## src/rtl/aes_host_seq.sv

```systemverilog
// ============================================================================
// Module   : aes_host_seq
// Purpose  : Serialises one whole AES request onto the AES register bus and
//            returns the 128-bit result over a valid/ready handshake.
// Revision : 1.0
// ============================================================================
`default_nettype none

module aes_host_seq #(
    parameter int RD_LAT  = 1,
    parameter int TIMEOUT = 1024
) (
    input  logic         clk,
    input  logic         rst,
    input  logic         cmd_valid,
    output logic         cmd_ready,
    input  logic         cmd_encdec,
    input  logic         cmd_keylen,
    input  logic         cmd_rekey,
    input  logic [255:0] cmd_key,
    input  logic [127:0] cmd_block,
    output logic         res_valid,
    input  logic         res_ready,
    output logic [127:0] res_data,
    output logic         res_err,
    output logic         busy,
    output logic [3:0]   aes_address,
    output logic [15:0]  aes_data_in,
    input  logic [7:0]   aes_data_out
);

    localparam int             PW          = (TIMEOUT > 1) ? $clog2(TIMEOUT) : 1;
    localparam logic [PW-1:0]  c_poll_last = PW'(TIMEOUT - 1);
    localparam logic [PW-1:0]  c_rd_lat    = PW'(RD_LAT);
    localparam logic [4:0]     c_rd_lat5   = 5'(RD_LAT);
    localparam logic [4:0]     c_read_last = 5'(16 + RD_LAT - 1);

    typedef enum logic [3:0] {
        S_IDLE, S_CFG, S_KEY, S_INIT, S_WRDY, S_BLK, S_NEXT, S_WVLD, S_READ, S_OUT
    } state_t;

    state_t         r_state, w_state_nxt;
    logic [4:0]     r_cnt, w_cnt_nxt;
    logic [PW-1:0]  r_poll, w_poll_nxt;
    logic           r_encdec, r_keylen, r_rekey;
    logic [255:0]   r_key;
    logic [127:0]   r_block, r_res;
    logic           r_err, w_err_nxt, w_clr_res, w_accept;
    logic           r_cmd_ready, r_busy, r_res_valid;
    logic [3:0]     r_addr, w_addr;
    logic [15:0]    r_wdata, w_wdata, w_kword, w_bword;

    assign cmd_ready   = r_cmd_ready;
    assign busy        = r_busy;
    assign res_valid   = r_res_valid;
    assign res_data    = r_res;
    assign res_err     = r_err;
    assign aes_address = r_addr;
    assign aes_data_in = r_wdata;

    assign w_accept = (r_state == S_IDLE) && cmd_valid;
    // Word selection uses the next count because bus outputs are registered.
    assign w_kword  = 16'(r_key >> (9'd240 - {1'b0, w_cnt_nxt[3:0], 4'b0}));
    assign w_bword  = 16'(r_block >> (8'd112 - {1'b0, w_cnt_nxt[2:0], 4'b0}));

    always_comb begin
        w_state_nxt = r_state;
        w_cnt_nxt   = r_cnt;
        w_poll_nxt  = r_poll;
        w_err_nxt   = r_err;
        w_clr_res   = 1'b0;
        case (r_state)
            S_IDLE: if (cmd_valid) begin
                w_state_nxt = S_CFG;
                w_err_nxt   = 1'b0;
            end
            S_CFG: begin
                w_state_nxt = r_rekey ? S_KEY : S_BLK;
                w_cnt_nxt   = 5'd0;
            end
            S_KEY: if (r_cnt[3:0] == (r_keylen ? 4'd15 : 4'd7)) begin
                w_state_nxt = S_INIT;
                w_cnt_nxt   = 5'd0;
            end else begin
                w_cnt_nxt = r_cnt + 5'd1;
            end
            S_INIT: begin
                w_state_nxt = S_WRDY;
                w_poll_nxt  = '0;
            end
            S_WRDY, S_WVLD: begin
                if (r_poll >= c_rd_lat &&
                    ((r_state == S_WRDY) ? aes_data_out[0] : aes_data_out[1])) begin
                    w_state_nxt = (r_state == S_WRDY) ? S_BLK : S_READ;
                    w_cnt_nxt   = 5'd0;
                end else if (r_poll == c_poll_last) begin
                    w_state_nxt = S_OUT;
                    w_err_nxt   = 1'b1;
                    w_clr_res   = 1'b1;
                end else begin
                    w_poll_nxt = r_poll + PW'(1);
                end
            end
            S_BLK: if (r_cnt[2:0] == 3'd7) begin
                w_state_nxt = S_NEXT;
                w_cnt_nxt   = 5'd0;
            end else begin
                w_cnt_nxt = r_cnt + 5'd1;
            end
            S_NEXT: begin
                w_state_nxt = S_WVLD;
                w_poll_nxt  = '0;
            end
            S_READ: if (r_cnt == c_read_last) begin
                w_state_nxt = S_OUT;
            end else begin
                w_cnt_nxt = r_cnt + 5'd1;
            end
            S_OUT: if (res_ready) w_state_nxt = S_IDLE;
            default: w_state_nxt = S_IDLE;
        endcase
    end

    always_comb begin
        w_addr  = 4'h0;
        w_wdata = 16'h0000;
        case (w_state_nxt)
            S_CFG:  begin w_addr = 4'h1; w_wdata = {14'b0, cmd_keylen, cmd_encdec}; end
            S_KEY:  begin w_addr = 4'h2; w_wdata = w_kword; end
            S_INIT: begin w_addr = 4'hf; w_wdata = 16'h0001; end
            S_WRDY: w_addr = 4'h4;
            S_BLK:  begin w_addr = 4'h3; w_wdata = w_bword; end
            S_NEXT: begin w_addr = 4'hf; w_wdata = 16'h0002; end
            S_WVLD: w_addr = 4'h4;
            // Only the first 16 read cycles drive; the rest drain the read pipeline.
            S_READ: w_addr = (w_cnt_nxt < 5'd16) ? 4'h5 : 4'h0;
            default: ;
        endcase
    end

    always_ff @(posedge clk or posedge rst) begin
        if (rst) begin
            r_state     <= S_IDLE;
            r_cnt       <= 5'd0;
            r_poll      <= '0;
            r_encdec    <= 1'b0;
            r_keylen    <= 1'b0;
            r_rekey     <= 1'b0;
            r_key       <= '0;
            r_block     <= '0;
            r_res       <= '0;
            r_err       <= 1'b0;
            r_cmd_ready <= 1'b1;
            r_busy      <= 1'b0;
            r_res_valid <= 1'b0;
            r_addr      <= 4'h0;
            r_wdata     <= 16'h0000;
        end else begin
            r_state     <= w_state_nxt;
            r_cnt       <= w_cnt_nxt;
            r_poll      <= w_poll_nxt;
            r_err       <= w_err_nxt;
            r_cmd_ready <= (w_state_nxt == S_IDLE);
            r_busy      <= (w_state_nxt != S_IDLE);
            r_res_valid <= (w_state_nxt == S_OUT);
            r_addr      <= w_addr;
            r_wdata     <= w_wdata;
            if (w_accept) begin
                r_encdec <= cmd_encdec;
                r_keylen <= cmd_keylen;
                r_rekey  <= cmd_rekey;
                r_key    <= cmd_key;
                r_block  <= cmd_block;
            end
            if (w_clr_res) begin
                r_res <= '0;
            end else if (r_state == S_READ && r_cnt >= c_rd_lat5) begin
                r_res <= {r_res[119:0], aes_data_out};
            end
        end
    end

endmodule

`default_nettype wire

```

## config.mk

```make
export PLATFORM = sky130hd
export DESIGN_NAME = aes_host_seq
export DESIGN_NICKNAME = d
export VERILOG_FILES = /design/src/rtl/aes_host_seq.sv
export SDC_FILE = /design/constraint.sdc
export NUM_CORES = 2
export LEC_CHECK = 0
export BUFFER_PORTS_ARGS = -buffer_cell sky130_fd_sc_hd__buf_2
export CELL_PAD_IN_SITES_DETAIL_PLACEMENT = 0
export CELL_PAD_IN_SITES_GLOBAL_PLACEMENT = 1
export CORE_AREA = 2 2 353 180
export CTS_CLUSTER_DIAMETER = 120
export DETAILED_ROUTE_END_ITERATION = 8
export DIE_AREA = 0 0 355 182
export PLACE_DENSITY_LB_ADDON = 0.08
export SLEW_MARGIN = 15
export SYNTH_ARGS = -nofsm -noshare
export SYNTH_HDL_FRONTEND = slang
export SYNTH_SLANG_ARGS = --single-unit
```

## constraint.sdc

```tcl
create_clock -name clk -period 22.9 [get_ports clk]
set_clock_uncertainty 0.2 [all_clocks]
set_input_delay 1.145 -clock clk [delete_from_list [all_inputs] [get_ports clk]]
set_output_delay 1.145 -clock clk [all_outputs]
set_load 0.05 [all_outputs]
```

# Yosys cells after proc, flatten, opt, wreduce, memory -nomap -nowiden
# Index checks and enable logic that the tools add are counted.
# W data, S select, Z words.
[classes]
addsub = 4
order_cmp = 3
eq_ne = 26
shifts = 2
n_mux = 32
reduce_logical = 15
[ops]
columns = ["cell", "n"]
rows = [
  ["$mux W128", 2],
  ["$shr A256 B9 Y16", 1],
  ["$shr A128 B8 Y16", 1],
  ["$pmux W16 S5", 1],
  ["$mux W4", 9],
  ["$pmux W4 S9", 1],
  ["$eq A4 B3 Y1 const B", 8],
  ["$pmux W5 S5", 1],
  ["$pmux W4 S6", 1],
  ["$mux W10", 2],
  ["$mux W5", 4],
  ["$pmux W10 S2", 1],
  ["$eq A4 B2 Y1 const B", 4],
  ["$eq A4 B4 Y1 const B", 4],
  ["$add A10 B1 Y10 const B", 1],
  ["$eq A10 B10 Y1 const B", 1],
  ["$ge A10 B1 Y1 const B", 1],
  ["$sub A8 B8 Y9 const A", 1],
  ["$eq A4 B1 Y1 const B", 2],
  ["$logic_not A4 Y1", 2],
  ["$ne A2 B2 Y1 const B", 4],
  ["$reduce_or A2 Y1", 4],
  ["$sub A7 B7 Y8 const A", 1],
  ["$mux W1", 7],
  ["other kinds (13)", 18],
]
[totals]
regBits = 557
inputBits = 399
wordCells = 96

# Longest topological paths before layout
[depth]
depth_word = 8
ltp_mapped = 16

# Least setup slack after synthesis
# No wires, ideal clock.
[synth_path]
path_type = "input to register"
startpoint = "in aes_data_out[0]"
endpoint = "reg r_wdata[0], in the netlist aes_data_in[0]"
setup_ns = 0.139
arrival_ns = 2.850
required_ns = 22.561
setup_slack_ns = 19.711
stages = 9
cell_sequence = "mux2i_1 -> o21ai_2 -> a21o_1 -> buf_6 -> inv_2 -> buf_6 -> mux4_2 -> a22oi_1 -> o2111ai_1"
[synth_via]
elab_chain_cells = 7
word_cells_on_any_way = 16
classes_between = "add/sub: 2; eq/ne: 5; shift: 2; mux: 6; reduce/logical: 1"
[synth_lines]
columns = ["item", "line", "source"]
rows = [
  ["start, declared", "29", "input logic [7:0] aes_data_out"],
  ["$mux W1 *", "93", "((r_state == S_WRDY) ? aes_data_out[0] : aes_data_out[1])) begin"],
  ["$logic_and A1 B1 Y1 *", "92", "if (r_poll >= c_rd_lat &&"],
  ["$mux W5", "92", ""],
  ["$pmux W5 S5", "72", "case (r_state)"],
  ["$sub A8 B8 Y9 or $sub A7 B7 Y8 (tied branches)", "63, 64", ""],
  ["$shr A256 B9 Y16 or $shr A128 B8 Y16 (tied branches)", "63, 64", ""],
  ["$pmux W16 S5 *", "127", "case (w_state_nxt)"],
  ["named net w_wdata[0]", "51", "logic [15:0] r_wdata, w_wdata, w_kword, w_bword;"],
  ["end signal, assigned", "167", "r_wdata <= w_wdata;"],
  ["end, declared", "51", ""],
]
# Mark *: on every way through the listed nets, which the timed path passes. The rest lies on a longest branch.
# A chain may end at the register's enable or synchronous reset.

# Worst setup path after layout
[layout_path]
startpoint = "reg r_state[2]"
endpoint = "reg r_wdata[7], in the netlist aes_data_in[7]"
[layout_via]
elab_chain_cells = 8
word_cells_on_any_way = 34
classes_between = "add/sub: 2; eq/ne: 14; shift: 2; mux: 13; reduce/logical: 3"
[layout_lines]
columns = ["item", "line", "source"]
rows = [
  ["start, declared", "42", "state_t r_state, w_state_nxt;"],
  ["start signal, assigned", "159", "r_state <= w_state_nxt;"],
  ["$eq A4 B3 Y1", "72, 93, 94", ""],
  ["$mux W1", "93", ""],
  ["$logic_and A1 B1 Y1", "92", ""],
  ["$mux W5", "92", ""],
  ["$pmux W5 S5", "72", ""],
  ["$sub A8 B8 Y9 or $sub A7 B7 Y8 (tied branches)", "63, 64", ""],
  ["$shr A256 B9 Y16 or $shr A128 B8 Y16 (tied branches)", "63, 64", ""],
  ["$pmux W16 S5 *", "127", ""],
  ["named net w_wdata[7]", "51", ""],
]
# Marks and branches as above.

==> results.md <==
- I/O pin count: 551
- Vias in the first global route: 21300
- Setup TNS Final: 0 ps
- Maximum number of pins on one net before global-route repair: 195
- Met3 global-route usage: 8.76%
- Total global-route track usage: 28.8%
- Number of synthesized register bits: 557
- Row Count: 65
- Met2 track demand over resource in global routing: 38.6%
- Core area: 62000 um^2
- Critical-path maximum fanout: 60
- Area post-placement: 28300 um^2
- Synthesized area divided by synthesized cell count: 8.78 um^2
- IO Port Bufs: 550
- Total setup buffers inserted after CTS: 0
- Placed cell count: 4076
- Slew Limit Fails: 0
- Post-route standard cell area excluding fillers: 30000 um^2
- Sequential share of the synthesized area: 55.6%
- Clock net sink count: 557
- Min cycle time layout: 4960 ps
- Via-per-instance ratio: 5.18
- Count of max-cap constraint violations: 0
- Die Width: 355 um
- Gpl congestion: 0.940
- P per Cell Area: 139 nW/um^2
- Number of cells upsized or downsized after cts: 0
- Final routed wirelength across all metal layers: 94.1 mm
- Final hold violation count: 0
- Filler cells: 6173
- Beginning of the worst hold path: r_key[111]
- H-tree depth: 2
- Worst setup path start: r_state[2]
- Start of the worst register-to-register path: r_state[2]
- Number of distinct library cells after synthesis: 61
- Depth of the most critical reg-to-reg path: 10
- Die Height: 182 um
- Share of cells above drive strength 1: 20.9%
- Transition time of the tightest slew-check pin: 1140 ps
- Flop-to-flop setup slack: 17940 ps
- RSZ-0062 raised after global routing: no
- Worst endpoint data arrival time: 5290 ps
- Most Crowded Layer GR: met1
- Residual DRC count: 0
- Vias: 21600
- Clock tree from TritonCTS: yes
- Half-perimeter wire length after placement: 69.3 mm
- Sum of overflow across all layers after global routing: 0
- Slowest Stage Delay on Critical Path: 690 ps
- Leak: 15.0 nW
- Synthesized area: 25100 um^2
- Worst slew margin relative to its limit: 24.0%
- Yosys warning total: 0
- List of cells traversed by the critical path: nor4b_2, mux2i_1, o21ai_2, a21o_4, inv_4, buf_4, nand2_1, a31oi_1, nand4_1, nand4_1
- Syn_nets: 3261
- Number of instances in the synthesized netlist: 2855
- Async set-reset flop share out of synthesis: 100%
- First-pass GRT wire length: 139 mm
- Fraction of the cycle the final worst path needs: 21.6%
- First-pass detailed-route iteration total: 7
- Outcome: complete, no violations
- Top_reg_cell synth: dfrtp_1
- Worst Setup Start Kind: flip-flop
- Met1 Usage GRT: 44.7%
- Number of flops mapped to enable cells by yosys: 0
- Starting DRT DRC Count: 2244
- Maximum clock insertion buffer count: 3
- Clock root buffer master: clkbuf_16
- Critical Path Slowest Stage Cell: buf_4
- Routed WL per cell: 22.5 um
- Cell mode on critical path: nand4_1
- Post-DRT Antenna Nets: 0
- Total setup violations reported at the end of the flow: 0
- Synthesis-to-layout area growth: 19.8%
- Hold_buf cts: 0
- Post-route non-filler standard cell count: 4176
- Destination of the worst register-to-register timing path: aes_data_in[7]
- Number of buffers added by the clock tree synthesis step: 52
- Total number of nets in the final design: 3699
- Worst-skew pair later-pin latency: 620 ps
- Die Outline Area: 64600 um^2
- Number of antenna violations at the first check in global routing: 15
- Worst min path class: flip-flop to flip-flop
- Clock-pin transition on the worst setup and hold timing paths: 70 ps
- Last element of the critical path: aes_data_in[7]
- CP Class: flip-flop to flip-flop
- Peak clock frequency supported by timing: 202 MHz
- CP Data Required Time: 23230 ps
- Starting density of the core: 40.4%
- Critical Path End Type: flip-flop
- Maximum vdd drop: 0.0000797 V
==> cell usage in the layout (no fill, tap or decap), types with 18 or more instances in the layout <==
cell          n
nand3_1      63
clkbuf_16    53
a21oi_1      23
nand2_1    1397
dfrtp_1     556
buf_2       550
buf_4        18
nor2_1      170
nand4_1      19
mux2i_1     185
==> routing by layer <==
metal	vias up	wire [um]
met2	693	37900
met4	6	1920
li1	10100	-
met1	10700	45800
met3	105	8460
met5	-	35
==> kinds of logic after synthesis <==
family | synth area share, %
flops | 55.6
mux | 8.15
xor+xnor | 0.419
compound gates | 4.81
fa+ha+maj | 0.350
buf+inv | 3.60
simple gates | 27.0
==> power breakdown <==
part	internal, W	switching (W)
clock network	0.000499	0.000410
logic	0.000485	0.00125
registers	0.00132	0.000220
==> how the worst min path moves through the flow <==
stage                   endpoint  slack (ps)  depth (start not counted)
finish                r_key[111]         280                          2
global route        r_block[122]         290                          2
CTS                  r_block[46]         270                          2
detailed placement   r_block[46]         260                          2
global placement      r_key[155]         260                          2
floorplan             r_key[112]         240                          2
==> cells in the mapped netlist (all sizes together), types with 11 or more instances <==
cell / count / share of area, %
dfrtp: 556 / 56
o22ai: 14 / 0.35
nor3: 11 / 0.24
mux2i: 185 / 7.4
buf: 71 / 1.6
and3: 12 / 0.30
a221oi: 15 / 0.55
o21ai: 16 / 0.33
clkbuf: 116 / 1.7
inv: 19 / 0.28
nand4: 20 / 0.52
a31oi: 12 / 0.32
nor4: 12 / 0.32
a21oi: 24 / 0.48
a32oi: 12 / 0.42
nand2: 1397 / 21
a22oi: 13 / 0.39
a2bb2oi: 13 / 0.45
o2111ai: 16 / 0.56
nor2: 172 / 2.6
nand3: 64 / 1.3
o211ai: 15 / 0.47
==> state kept, by name (all words and copies together), names as in the netlist <==
name         count
r_key          256
r_block        128
res_data       128
aes_data_in     16
r_poll          10
r_cnt            5
aes_address      4
r_state          4
busy             1
cmd_ready        1
r_keylen         1
r_rekey          1
res_err          1
res_valid        1
==> final cells by class <==
| cell class | count | area (um^2) | area share (%) |
|---|---|---|---|
| clock buffer | 66 | 1430 | 4.75 |
| clock inverter | 29 | 299 | 0.996 |
| tap | 837 | 1050 | 3.49 |
| sequential | 557 | 13900 | 46.4 |
| timing repair buffer | 571 | 2950 | 9.82 |
| inverter | 19 | 81.3 | 0.271 |
| antenna | 5 | 12.5 | 0.0417 |
| multi-input combinational | 2092 | 10300 | 34.2 |
==> per-stage QoR <==
stage	hold slack (ps)	utilization [%]	worst slack (ps)	power, W
after floorplan	239	-	5980	0.00260
after global placement	258	45.7	17920	0.00323
after global routing	290	48.5	17650	0.00444
after CTS	274	48.4	18010	0.00416
after detailed placement	259	45.7	17920	0.00324
final	275	48.5	17940	0.00418
==> worst max-delay path, delay by kind of cell (launching register included) <==
kind,cells,cell delay [ps]
buffers and inverters,2,1320
and+or+nand+nor,4,980
muxes,1,550
DFF,1,670
AOI/OAI and AO/OA,3,1080
(Power assumes the default switching activity.)
